--- src/rtl/clk_mon_pkg.sv ---
// Shared types and width helpers for the divided-clock monitor.
package clk_mon_pkg;

  typedef enum logic [1:0] {IDLE, SYNC, MEAS, LOCK} state_e;

  localparam int unsigned MATCH_W = 4;

  function automatic int unsigned cw_of(input int unsigned max_period);
    return $clog2(max_period + 1);
  endfunction

endpackage

--- src/rtl/clk_div_monitor_if.sv ---
// Stimulus/result bundle between a divided-clock source and its monitor.
interface clk_div_monitor_if #(
  parameter int unsigned CW = 5
);
  logic          EN;
  logic          DIV_I;
  logic [CW-1:0] PERIOD_O;
  logic [CW-1:0] HIGH_O;
  logic          VALID_O;
  logic          LOCKED_O;
  logic          ERR_O;
  logic          TIMEOUT_O;

  modport master (
    output EN, DIV_I,
    input  PERIOD_O, HIGH_O, VALID_O, LOCKED_O, ERR_O, TIMEOUT_O
  );

  modport slave (
    input  EN, DIV_I,
    output PERIOD_O, HIGH_O, VALID_O, LOCKED_O, ERR_O, TIMEOUT_O
  );
endinterface

--- src/rtl/clk_mon_period_cnt.sv ---
// Rising-edge detect on the divided clock plus saturating period and high-time counters.
module clk_mon_period_cnt import clk_mon_pkg::*; #(
  parameter int unsigned MAX_PERIOD = 16,
  parameter int unsigned CW         = cw_of(MAX_PERIOD)
) (
  input  logic          clk_i,
  input  logic          rstn_i,
  input  logic          en_i,
  input  logic          div_i,
  output logic          rise_c_o,
  output logic [CW-1:0] cnt_o,
  output logic [CW-1:0] hcnt_o,
  output logic          sat_c_o
);

  logic          prev_q, prev_d;
  logic [CW-1:0] cnt_q, cnt_d;
  logic [CW-1:0] hcnt_q, hcnt_d;

  always_ff @(posedge clk_i) begin
    if (!rstn_i) begin
      prev_q <= 1'b0;
      cnt_q  <= '0;
      hcnt_q <= '0;
    end else begin
      prev_q <= prev_d;
      cnt_q  <= cnt_d;
      hcnt_q <= hcnt_d;
    end
  end

  assign rise_c_o = div_i & ~prev_q;
  assign sat_c_o  = (cnt_q == CW'(MAX_PERIOD));

  // Disabled monitor drops any partial measurement.
  always_comb begin
    prev_d = div_i;
    cnt_d  = cnt_q;
    hcnt_d = hcnt_q;
    if (!en_i) begin
      cnt_d  = '0;
      hcnt_d = '0;
    end else if (rise_c_o) begin
      cnt_d  = CW'(1);
      hcnt_d = CW'(1);
    end else begin
      if (!sat_c_o) cnt_d = cnt_q + CW'(1);
      if (div_i && (hcnt_q != CW'(MAX_PERIOD))) hcnt_d = hcnt_q + CW'(1);
    end
  end

  assign cnt_o  = cnt_q;
  assign hcnt_o = hcnt_q;

endmodule

--- src/rtl/clk_div_monitor.sv ---
// Measures period/high time of a divided clock, tracks ratio stability and flags errors.
module clk_div_monitor import clk_mon_pkg::*; #(
  parameter int unsigned MAX_PERIOD = 16,
  parameter int unsigned LOCK_COUNT = 4,
  parameter int unsigned EXPECT_DIV = 0
) (
  input logic              CLK,
  input logic              RSTN,
  clk_div_monitor_if.slave mon
);

  localparam int unsigned CW = cw_of(MAX_PERIOD);

  logic          rise_c, sat_c, same_c, exp_ok_c;
  logic [CW-1:0] cnt, hcnt;

  state_e             state_q, state_d;
  logic [CW-1:0]      period_q, period_d, high_q, high_d;
  logic [MATCH_W-1:0] match_q, match_d, match_inc_c;
  logic               valid_q, valid_d, locked_q, locked_d;
  logic               err_q, err_d, timeout_q, timeout_d;

  clk_mon_period_cnt #(.MAX_PERIOD(MAX_PERIOD), .CW(CW)) u_cnt (
    .clk_i    (CLK),
    .rstn_i   (RSTN),
    .en_i     (mon.EN),
    .div_i    (mon.DIV_I),
    .rise_c_o (rise_c),
    .cnt_o    (cnt),
    .hcnt_o   (hcnt),
    .sat_c_o  (sat_c)
  );

  // The last reported capture doubles as the stability reference.
  assign same_c      = (cnt == period_q) && (hcnt == high_q);
  assign exp_ok_c    = (EXPECT_DIV == 0) || (cnt == CW'(EXPECT_DIV));
  assign match_inc_c = (match_q == MATCH_W'(LOCK_COUNT)) ? match_q : match_q + MATCH_W'(1);

  always_ff @(posedge CLK) begin
    if (!RSTN) begin
      state_q   <= IDLE;
      period_q  <= '0;
      high_q    <= '0;
      match_q   <= '0;
      valid_q   <= 1'b0;
      locked_q  <= 1'b0;
      err_q     <= 1'b0;
      timeout_q <= 1'b0;
    end else begin
      state_q   <= state_d;
      period_q  <= period_d;
      high_q    <= high_d;
      match_q   <= match_d;
      valid_q   <= valid_d;
      locked_q  <= locked_d;
      err_q     <= err_d;
      timeout_q <= timeout_d;
    end
  end

  always_comb begin
    state_d   = state_q;
    period_d  = period_q;
    high_d    = high_q;
    match_d   = match_q;
    locked_d  = locked_q;
    valid_d   = 1'b0;
    err_d     = 1'b0;
    timeout_d = 1'b0;
    if (!mon.EN) begin
      state_d  = IDLE;
      period_d = '0;
      high_d   = '0;
      match_d  = '0;
      locked_d = 1'b0;
    end else begin
      case (state_q)
        IDLE: state_d = SYNC;
        SYNC: if (rise_c) state_d = MEAS;
        MEAS, LOCK: begin
          if (rise_c) begin
            valid_d  = 1'b1;
            period_d = cnt;
            high_d   = hcnt;
            if (!exp_ok_c) begin
              err_d    = 1'b1;
              match_d  = '0;
              locked_d = 1'b0;
              state_d  = MEAS;
            end else if ((state_q == LOCK) && !same_c) begin
              err_d    = 1'b1;
              match_d  = MATCH_W'(1);
              locked_d = 1'b0;
              state_d  = MEAS;
            end else begin
              match_d = same_c ? match_inc_c : MATCH_W'(1);
              if (match_d == MATCH_W'(LOCK_COUNT)) begin
                locked_d = 1'b1;
                state_d  = LOCK;
              end
            end
          end else if (sat_c) begin
            // A rise on the saturating cycle is a capture, so only a silent one times out.
            timeout_d = 1'b1;
            err_d     = (state_q == LOCK);
            match_d   = '0;
            locked_d  = 1'b0;
            state_d   = SYNC;
          end
        end
        default: state_d = IDLE;
      endcase
    end
  end

  assign mon.PERIOD_O  = period_q;
  assign mon.HIGH_O    = high_q;
  assign mon.VALID_O   = valid_q;
  assign mon.LOCKED_O  = locked_q;
  assign mon.ERR_O     = err_q;
  assign mon.TIMEOUT_O = timeout_q;

endmodule

--- src/flat_wrapper.sv ---
// flat-port wrapper written by rule: the top's interface ports become plain ports
module clk_div_monitor_flat import clk_mon_pkg::*;
#(
  parameter int unsigned MAX_PERIOD = 16,
  parameter int unsigned LOCK_COUNT = 4,
  parameter int unsigned EXPECT_DIV = 0
)
  (CLK, RSTN, mon_EN, mon_DIV_I, mon_PERIOD_O, mon_HIGH_O, mon_VALID_O, mon_LOCKED_O, mon_ERR_O, mon_TIMEOUT_O);
  clk_div_monitor_if #(.CW(cw_of(16))) mon_i ();
  input logic CLK;
  input logic RSTN;
  input wire logic [$bits(mon_i.EN)-1:0] mon_EN;
  input wire logic [$bits(mon_i.DIV_I)-1:0] mon_DIV_I;
  output wire logic [$bits(mon_i.PERIOD_O)-1:0] mon_PERIOD_O;
  output wire logic [$bits(mon_i.HIGH_O)-1:0] mon_HIGH_O;
  output wire logic [$bits(mon_i.VALID_O)-1:0] mon_VALID_O;
  output wire logic [$bits(mon_i.LOCKED_O)-1:0] mon_LOCKED_O;
  output wire logic [$bits(mon_i.ERR_O)-1:0] mon_ERR_O;
  output wire logic [$bits(mon_i.TIMEOUT_O)-1:0] mon_TIMEOUT_O;
  assign mon_i.EN = mon_EN;
  assign mon_i.DIV_I = mon_DIV_I;
  assign mon_PERIOD_O = mon_i.PERIOD_O;
  assign mon_HIGH_O = mon_i.HIGH_O;
  assign mon_VALID_O = mon_i.VALID_O;
  assign mon_LOCKED_O = mon_i.LOCKED_O;
  assign mon_ERR_O = mon_i.ERR_O;
  assign mon_TIMEOUT_O = mon_i.TIMEOUT_O;
  clk_div_monitor #(.MAX_PERIOD(MAX_PERIOD), .LOCK_COUNT(LOCK_COUNT), .EXPECT_DIV(EXPECT_DIV)) u_core (.CLK(CLK), .RSTN(RSTN), .mon(mon_i));
endmodule
--- config.mk ---
export PLATFORM = sky130hd
export DESIGN_NAME = clk_div_monitor_flat
export DESIGN_NICKNAME = d
export VERILOG_FILES = /design/src/rtl/clk_mon_pkg.sv /design/src/rtl/clk_div_monitor_if.sv /design/src/rtl/clk_mon_period_cnt.sv /design/src/rtl/clk_div_monitor.sv /design/src/flat_wrapper.sv
export SDC_FILE = /design/constraint.sdc
export NUM_CORES = 1
export LEC_CHECK = 0
export CAP_MARGIN = 5
export CORE_MARGIN = 2
export CORE_UTILIZATION = 54
export CTS_CLUSTER_SIZE = 28
export DETAILED_ROUTE_END_ITERATION = 6
export HOLD_SLACK_MARGIN = 0.02
export PLACE_DENSITY = 0.77
export SYNTH_ARGS = -nofsm -noshare
export SYNTH_HDL_FRONTEND = slang
export SYNTH_HIERARCHICAL = 1
export SYNTH_SLANG_ARGS = --single-unit
export TNS_END_PERCENT = 1
--- constraint.sdc ---
create_clock -name CLK -period 2.3 [get_ports CLK]
set_input_delay 0.46 -clock CLK [delete_from_list [all_inputs] [get_ports CLK]]
set_output_delay 0.46 -clock CLK [all_outputs]
set_load 0.05 [all_outputs]
* Word-level counts from Yosys, hierarchy flattened
Index checks and enable logic that the tools add are counted.
W data, S select, Z words.
** Storage, ports and cells
- Bits in registers :: 31
- Input bits :: 4
- Output and inout bits :: 14
** Cells by class
- Add/sub/neg operators :: 3
- Eq/ne operators :: 14
- Muxes and demuxes :: 24
- Bitwise operators :: 5
- Reductions and logical operators :: 16
** Operator list (count)
- $mux W4 :: 5
- $mux W1 :: 13
- $add A5 B1 Y5 const B :: 2
- $eq A5 B5 Y1 :: 2
- $mux W2 :: 5
- $reduce_and A3 Y1 :: 3
- $eq A4 B3 Y1 const B :: 2
- $pmux W2 S3 :: 1
- $reduce_and A2 Y1 :: 3
- $eq A5 B5 Y1 const B :: 1
- $ne A5 B5 Y1 const B :: 1
- $add A4 B1 Y4 const B :: 1
- $eq A2 B2 Y1 const B :: 2
- $ne A2 B1 Y1 const B :: 2
- $ne A4 B4 Y1 const B :: 1
- $not A1 Y1 :: 4
- $reduce_bool A2 Y1 :: 2
- $reduce_or A4 Y1 :: 1
- $logic_and A1 B1 Y1 :: 3
- $ne A3 B1 Y1 const B :: 1
- $ne A3 B3 Y1 const B :: 1
- $reduce_or A3 Y1 :: 1
- $eq A2 B1 Y1 const B :: 1
- $logic_not A2 Y1 :: 1
- 3 further kinds :: 3

* Longest topological paths before layout
Gate-level depths: netlist of the first run.
- Word-level depth :: 8
- Depth in mapped cells :: 9
- Depth with buffers taken out :: 7

* Hierarchy
The synthesis of the first run kept the hierarchy.
** By module, submodules not included
- clk_div_monitor :: instances 1, cells each 119, area each 992.2 um2, sequential area each 400.4 um2
- clk_mon_period_cnt :: instances 1, cells each 59, area each 545.5 um2, sequential area each 220.2 um2

* Worst setup path before layout of the first run
Ideal clock, no wire load.
- Path type :: input port to flip-flop
- Start point :: in mon_DIV_I
- End point :: reg u_core.state_q[0]
- Library setup time :: 126 ps
- Arrival :: 1719 ps
- Path slack :: 455 ps
- Stages on the path :: 7
- Path buffers :: 2
- Path through :: buf_2 nand2b_1 inv_1 clkbuf_1 or4b_2 o21ai_0 nor4_2
** On the way
- Longest elaborated chain between the ends :: 3
** RTL lines
- start, declared :: RTL line flat_wrapper.sv:13 : input wire logic [$bits(mon_i.DIV_I)-1:0] mon_DIV_I;
- $and A1 B1 Y1 (*) :: RTL line clk_mon_period_cnt.sv:32 : assign rise_c_o = div_i & ~prev_q;
- net u_core.rise_c :: RTL line clk_div_monitor.sv:14 : logic rise_c, sat_c, same_c, exp_ok_c;
- $ne A4 B4 Y1 (no line) (tied with other cells)
- $reduce_and A3 Y1 (no line) / $pmux W2 S3 (equally long branches)
- end signal, assigned :: RTL line clk_div_monitor.sv:50 : state_q <= state_d;
- end, declared :: RTL line clk_div_monitor.sv:17 : state_e state_q, state_d;
The timed path passes the listed nets; every way through them passes the cells marked *.
A chain may end at the register's enable or synchronous reset.

* Worst setup path in the final report of the first run
- Start point :: reg u_core.match_q[0]
- End point :: reg u_core.state_q[0]
** On the way
- Longest elaborated chain between the ends :: 6
** RTL lines
- start, declared :: RTL line clk_div_monitor.sv:19 : logic [MATCH_W-1:0] match_q, match_d, match_inc_c;
- start signal, assigned :: RTL line clk_div_monitor.sv:53 : match_q <= match_d;
- $add A4 B1 Y4 / $eq A4 B3 Y1 (equally long branches) :: RTL line clk_div_monitor.sv:37 : assign match_inc_c = (match_q == MATCH_W'(LOCK_COUNT)) ? match_q : match_q + MATCH_W'(1);
- $mux W4 (*) :: RTL line clk_div_monitor.sv:37
- $mux W4 (*) :: RTL line clk_div_monitor.sv:96 : match_d = same_c ? match_inc_c : MATCH_W'(1);
- $eq A4 B3 Y1 (*) :: RTL line clk_div_monitor.sv:97 : if (match_d == MATCH_W'(LOCK_COUNT)) begin
- $ne A4 B4 Y1 (no line) (*)
- $reduce_and A3 Y1 (no line) (*)
Mark *: on every way between the ends. The rest lies on a longest branch, timed or not.

==> results of run 1 <==
layout make-up:
cell class	instances	area, µm²	area share (%)
flip-flops and latches	31	621	33.9
inverters	10	37.5	2.05
repair buffers	21	200	11.0
clock inverters	2	35.0	1.92
multi-input cells	130	845	46.2
well taps	31	38.8	2.12
clock buffers	6	51.3	2.81
tightest hold or removal path: stages (launching register included):
cell,delay (ps)
dfxtp_1,340
nand2_1,60
a21oi_1,50
final timing paths:
check / end / slack, ps / cells past startpoint
setup / recovery: u_core/state_q[0] / 280 / 7
hold / removal: u_core/mon.HIGH_O[1] / 490 / 2
hold reg to reg: u_core/mon.HIGH_O[1] / 490 / 2
setup reg to reg: u_core/state_q[0] / 280 / 7
per-stage QoR:
step,cells,hold slack (ps),total power [mW],area [µm²]
after global placement,223,471,0.615,1740
after detailed placement,223,477,0.618,1740
after CTS,231,493,1.06,1830
final,231,493,1.05,1830
after global routing,231,523,1.09,1830
after floorplan,178,470,0.598,1540
per-layer routing:
| metal | global-route usage (%) | vias to the layer above |
|---|---|---|
| met5 | 0 | - |
| met4 | 13.6 | 0 |
| met3 | 5.44 | 13 |
| met2 | 36.2 | 35 |
| met1 | 23.7 | 636 |
| li1 | - | 654 |
placed cells by master, fill, tap and decap left out, types with 2 or more instances in the layout:
master,n
nand2_1,31
dfxtp_1,31
a21oi_1,18
clkdlybuf4s50_1,17
nor2_1,12
xnor2_1,12
inv_1,9
ha_1,6
clkbuf_4,5
nand3_1,5
nand4_1,4
o21ai_0,4
buf_4,4
xor2_1,4
and2_1,3
a211oi_1,3
nor3_1,3
nand2b_1,2
a32oi_1,2
registers in the layout (all words and copies together), names as in the netlist:
| name | count |
|---|---|
| u_core/mon.LOCKED_O | 1 |
| u_core/u_cnt/prev_q | 1 |
| u_core/mon.VALID_O | 1 |
| u_core/mon.TIMEOUT_O | 1 |
| u_core/mon.PERIOD_O | 5 |
| u_core/state_q | 2 |
| u_core/mon.HIGH_O | 5 |
| u_core/match_q | 4 |
| u_core/u_cnt/hcnt_o | 5 |
| u_core/mon.ERR_O | 1 |
| u_core/u_cnt/cnt_o | 5 |
report_power, final:
| group | internal [mW] | switching (mW) | leakage, nW |
|---|---|---|---|
| clock | 0.257 | 0.191 | 0.0482 |
| sequential | 0.542 | 0.00730 | 0.251 |
| combinational | 0.0229 | 0.0342 | 0.317 |
| total | 0.821 | 0.232 | 0.616 |
cell families (layout without fill, tap and decap cells):
group           count (synthesis)  after routing  synth area share (%)
compound gates                 34             34                  14.6
fa+ha+maj                       6              6                  4.88
simple gates                   72             72                  24.7
flops                          31             31                  40.4
buf+inv                        17             39                  4.72
xor+xnor                       16             16                  9.11
mux                             2              2                  1.63
==> results by group, run 1 <==
Worst setup path
  – Top Family by Delay on Critical Path: simple AND/OR/NAND/NOR gates
  – CP Data Required Time: 2560 ps
  – CP Buf/Inv Count: 1
  – Critical Path Sink Type: register
  – Slowest stage delay, CP: about 420 ps
  – Worst Path Arrival: 2280 ps
  – FF-to-FF Start: u_core/match_q[0]
  – Crit Path Max Fanout: 5
  – CP max stage cell: dfxtp_1
  – Critical path startpoint: u_core/match_q[0]
  – Critical-path cell list: inv_1 > ha_1 > nor2b_1 > or3_4 > a2111oi_4 > a211oi_1 > nor4_2
  – CP Launch Type: register
  – WS Path Type: register to register

Synthesis
  – Dominant cells by area after synthesis: dfxtp_1 40%, nand2_1 7.6%, xnor2_1 6.8%, a21oi_1 5.9%, ha_1 4.9%
  – Synth top area share: 40.4%
  – Top_reg_cell synth: dfxtp_1
  – Yosys warning count: 6
  – EDFF count, synth: 0
  – Post-Syn Nets: ~190
  – Mapped Area: 1540 µm²
  – Post-synthesis sequential area ratio: ~40%
  – Synth area leader: dfxtp_1
  – Post-Syn Area per Cell: 8.64 µm²
  – Mapped Cells: about 180
  – Synth Register Bits: 31
  – Ys async rst share: 0%
  – Post-synthesis cell type count: 41
  – Commonest cells post-synth: 31 x dfxtp_1, 31 x nand2_1, 18 x a21oi_1

Hold path
  – Worst hold start: u_core/mon.HIGH_O[1]
  – Hold Path Class: register to register

Die
  – Full die area: 3290 µm²
  – Die width: 57.4 µm
  – Total core area: 2730 µm²
  – Io pins: 18
  – Core Rows: 19
  – Initial Utilization: 56.2%
  – Die Ht: 57.4 µm

Global routing
  – Grt ovf: 0
  – First-pass GRT wire length: 5400 µm
  – Initial antenna violation count: 0
  – Vias in the first global route: 1269
  – Tot GR Track Use: 21.4%
  – Largest net degree at the start of global routing: 18

Drt
  – Post-DRT Antenna Nets: 0
  – Met3 wire len: ~130 µm
  – Avg WL per Cell: ~14 µm
  – Wire length on met1: 1400 µm
  – Highest routing layer actually used: met4
  – Via count: around 1300
  – WL met2: 1560 µm
  – WL final: 3170 µm
  – DRC viols: 0
  – Vias per Instance: ~5.8
  – TritonRoute pass-1 iters: 4
  – Initial DRC count: 34

CTS
  – Post-CTS Setup Inserts: 0
  – CTS root buffer: clkbuf_4
  – Clock transition at path regs: 100 ps
  – Post-CTS Hold Buffers: 0
  – Num CTS Buffers: 5
  – H-tree depth: 2
  – CTS tree: yes
  – CTS Buffer Depth: 2
  – Cts repair resizes: 0
  – Clk Latency, worst-skew pair: 340 ps
  – Clock sinks: 31

Timing
  – Slew @ Worst Pin: 503 ps
  – Period utilisation layout: 87.8%
  – Fin. Hold Viols: 0
  – Setup ws final: 281 ps
  – RSZ-0062 raised after global routing: false
  – Fin. max-slew vios: 0
  – Clk_skew: ~5.5 ps
  – Setup TNS: 0 ps
  – Fmax: 495 MHz
  – Post-route minimum period: around 2000 ps
  – Slew headroom: 66.3%
  – Final setup fails: 0

Layout
  – Synthesis-to-layout area growth: 18.9%
  – Nets: roughly 210
  – Share of layout cells above drive strength 1: 11.0%
  – Fillers: 231
  – Diode count: 0
  – Fin util: 66.9%

Pwr
  – PD cells: 576 nW/µm²
  – Leak Pwr: about 0.62 nW
  – Peak supply drop: 522 µV

Placement
  – Final HPWL DP: 2320 µm
  – Pre-CTS WS: 167 ps
  – RePlAce Congestion: 0.876
  – IO Port Bufs: 17

Status
  – Outcome: completed

Run
  – MaxCap Viol Count: 0
Power figures use the tool's default switching activity.
==> inputs of run 2 (changes only) <==
--- a/config.mk
+++ b/config.mk
@@ -14,6 +14,5 @@
 export PLACE_DENSITY = 0.77
 export SYNTH_ARGS = -nofsm -noshare
 export SYNTH_HDL_FRONTEND = slang
-export SYNTH_HIERARCHICAL = 1
 export SYNTH_SLANG_ARGS = --single-unit
 export TNS_END_PERCENT = 1
==> run 2 against run 1 <==
  * Non-clock buffer count unchanged
  * Sequential share of layout area grew 0.28 points
  * Combinational power is 9.4% higher
  * Synthesized cell count is 2.2% lower
  * Synthesized area rose by 0.33%
==> results by group, run 2 <==
Status
  – Outcome: completed

Drt
  – Highest routing layer actually used: met4
  – Via count: 1306
  – Initial DRC count: 32
  – TritonRoute pass-1 iters: 4
  – DRC viols: 0
  – Avg WL per Cell: between 10 and 15 µm
  – Met3 wire len: 149 µm
  – Wire length on met1: 1360 µm
  – WL final: 3150 µm
  – WL met2: 1560 µm
  – Post-DRT Antenna Nets: 0
  – Vias per Instance: between 5 and 6

Timing
  – Fin. Hold Viols: 0
  – Period utilisation layout: between 90 and 100%
  – Clk_skew: 4.28 ps
  – Post-route minimum period: 2090 ps
  – Slew @ Worst Pin: 512 ps
  – Fin. max-slew vios: 0
  – Setup ws final: 213 ps
  – RSZ-0062 raised after global routing: false
  – Final setup fails: 0
  – Setup TNS: 0 ps
  – Slew headroom: about two thirds
  – Fmax: 479 MHz

CTS
  – CTS Buffer Depth: 2
  – H-tree depth: 2
  – Cts repair resizes: 0
  – CTS root buffer: clkbuf_4
  – Clock transition at path regs: 90 ps
  – CTS tree: yes
  – Post-CTS Hold Buffers: 0
  – Num CTS Buffers: 5
  – Clk Latency, worst-skew pair: between 300 and 400 ps
  – Clock sinks: 31
  – Post-CTS Setup Inserts: 0

Global routing
  – First-pass GRT wire length: roughly 5600 µm
  – Largest net degree at the start of global routing: 12
  – Tot GR Track Use: 21.8%
  – Grt ovf: 0
  – Vias in the first global route: between 1000 and 1500
  – Initial antenna violation count: 0

Synthesis
  – Post-synthesis sequential area ratio: 40.2%
  – Commonest cells post-synth: 32 x nand2_1, 31 x dfxtp_1, 14 x a21oi_1
  – Post-Syn Nets: 184
  – Synth top area share: 40.2%
  – Post-Syn Area per Cell: ~9 µm²
  – Synth Register Bits: 31
  – Synth area leader: dfxtp_1
  – Yosys warning count: 0
  – EDFF count, synth: 0
  – Mapped Area: between 1500 and 2000 µm²
  – Top_reg_cell synth: dfxtp_1
  – Post-synthesis cell type count: 42
  – Mapped Cells: ~170
  – Ys async rst share: 0%
  – Dominant cells by area after synthesis: dfxtp_1 40%, nand2_1 7.8%, xnor2_1 6.2%, ha_1 4.9%, a21oi_1 4.5%
  – Count leader, synth: nand2_1

Worst setup path
  – CP max stage cell: clkdlybuf4s50_1
  – Top Family by Delay on Critical Path: buffers and inverters
  – Crit Path Max Fanout: 3
  – FF-to-FF Start: u_core.u_cnt.cnt_o[0]
  – Critical Path Sink Type: output port
  – Reg2Reg Depth: 7
  – Slowest stage delay, CP: 850 ps
  – Reg2reg end: u_core.mon.LOCKED_O
  – R2r setup slk: 500 ps
  – Critical-path cell list: clkdlybuf4s50_1
  – CP Data Required Time: 1840 ps
  – WS Path Type: register to output port
  – CP Launch Type: register
  – Worst Path Arrival: approximately 1600 ps
  – CP Buf/Inv Count: 1

Hold path
  – Worst hold start: u_core.mon.PERIOD_O[2]
  – Hold Path Class: register to register
  – Hold EP: u_core.mon.PERIOD_O[2]
  – WHS Path Cells: 2

Placement
  – RePlAce Congestion: 0.803
  – IO Port Bufs: 17
  – Final HPWL DP: between 2000 and 2500 µm
  – # placed instances: between 200 and 250
  – Pre-CTS WS: 341 ps

Pwr
  – PD cells: between 500 and 600 nW/µm²
  – Peak supply drop: 413 µV
  – Leak Pwr: 0.610 nW
  – Final Power: 0.969 mW

Die
  – Io pins: 18
  – Core Rows: 19
  – Die Ht: 57.5 µm
  – Total core area: 2730 µm²
  – Full die area: 3300 µm²
  – Initial Utilization: 56.4%
  – Die width: between 50 and 60 µm

Layout
  – Fin util: around two thirds
  – Non-filler instance count after layout: between 200 and 250
  – Diode count: 0
  – Synthesis-to-layout area growth: 17.5%
  – Commonest non-fill, non-tap cell in the layout: nand2_1
  – Fillers: ~230
  – Nets: 205
  – Share of layout cells above drive strength 1: 9.18%
  – Commonest non-fill, non-tap cells in the layout: 32 x nand2_1, 31 x dfxtp_1, 17 x clkdlybuf4s50_1

Run
  – MaxCap Viol Count: 0
==> run 2: cell types whose count changed in the layout (fill, tap and decap cells not counted), moves of 2 or more <==
cell / previous run / this run
a21oi_1: 18 / 14
inv_1: 9 / 5
a211oi_1: 3 / 0
a31oi_1: 0 / 3
nand3b_1: 0 / 2
nor2_1: 12 / 10
o21ai_0: 4 / 2
==> run 2: report_power, final <==
part           total (mW)  internal [mW]  leakage [nW]  switching (mW)
Sequential          0.550          0.542         0.251         0.00829
Combinational      0.0626         0.0255         0.321          0.0371
Clock               0.356          0.180        0.0386           0.176
Total               0.969          0.747         0.610           0.222
==> run 2: final cells by class <==
class                           instances  area, µm²  area share [%]
Multi-Input combinational cell        130        862            47.6
Sequential cell                        31        621            34.2
Timing Repair Buffer                   21        200            11.0
Clock buffer                            8       68.8            3.80
Tap cell                               31       38.8            2.14
Inverter                                6       22.5            1.24
==> run 2: worst max-delay path by stage <==
stage | start | endpoint | slack [ps] | cells past startpoint
3_3_place_gp | mon_DIV_I | u_core.mon.HIGH_O[3] | 390 | 6
4_1_cts | u_core.mon.HIGH_O[2] | mon_HIGH_O[2] | 190 | 1
3_5_place_dp | mon_DIV_I | u_core.mon.PERIOD_O[0] | 340 | 6
5_1_grt | u_core.mon.HIGH_O[2] | mon_HIGH_O[2] | 150 | 1
6_report | u_core.mon.HIGH_O[2] | mon_HIGH_O[2] | 210 | 1
2_1_floorplan | u_core.mon.HIGH_O[2] | u_core.mon.LOCKED_O | 430 | 5
==> run 2: cell families after synthesis <==
group           count (synthesis)  synth area share [%]
mux                             2                  1.30
xor+xnor                       18                  11.9
compound gates                 33                  14.4
flops                          31                  40.2
simple gates                   71                  23.4
buf+inv                        13                  3.89
fa+ha+maj                       6                  4.87
==> run 2: routing by layer <==
metal | up-vias | GRT usage (%)
met5 | - | 0
met4 | 0 | 8.97
met3 | 9 | 6.35
met2 | 34 | 36.5
met1 | 612 | 26.0
li1 | 651 | -
==> run 2: stage by stage <==
stage	hold slack, ps	instance area, µm²
finish	494	1810
global route	528	1810
CTS	496	1810
detailed placement	482	1740
global placement	470	1740
floorplan	467	1540
==> inputs of run 3 (changes only) <==
--- a/config.mk
+++ b/config.mk
@@ -12,6 +12,7 @@
 export DETAILED_ROUTE_END_ITERATION = 6
 export HOLD_SLACK_MARGIN = 0.02
 export PLACE_DENSITY = 0.77
+export SKIP_CTS_REPAIR_TIMING = 1
 export SYNTH_ARGS = -nofsm -noshare
 export SYNTH_HDL_FRONTEND = slang
 export SYNTH_SLANG_ARGS = --single-unit
==> results of run 3 <==
Final layout, timing and power as in run 2 (identical DEF).
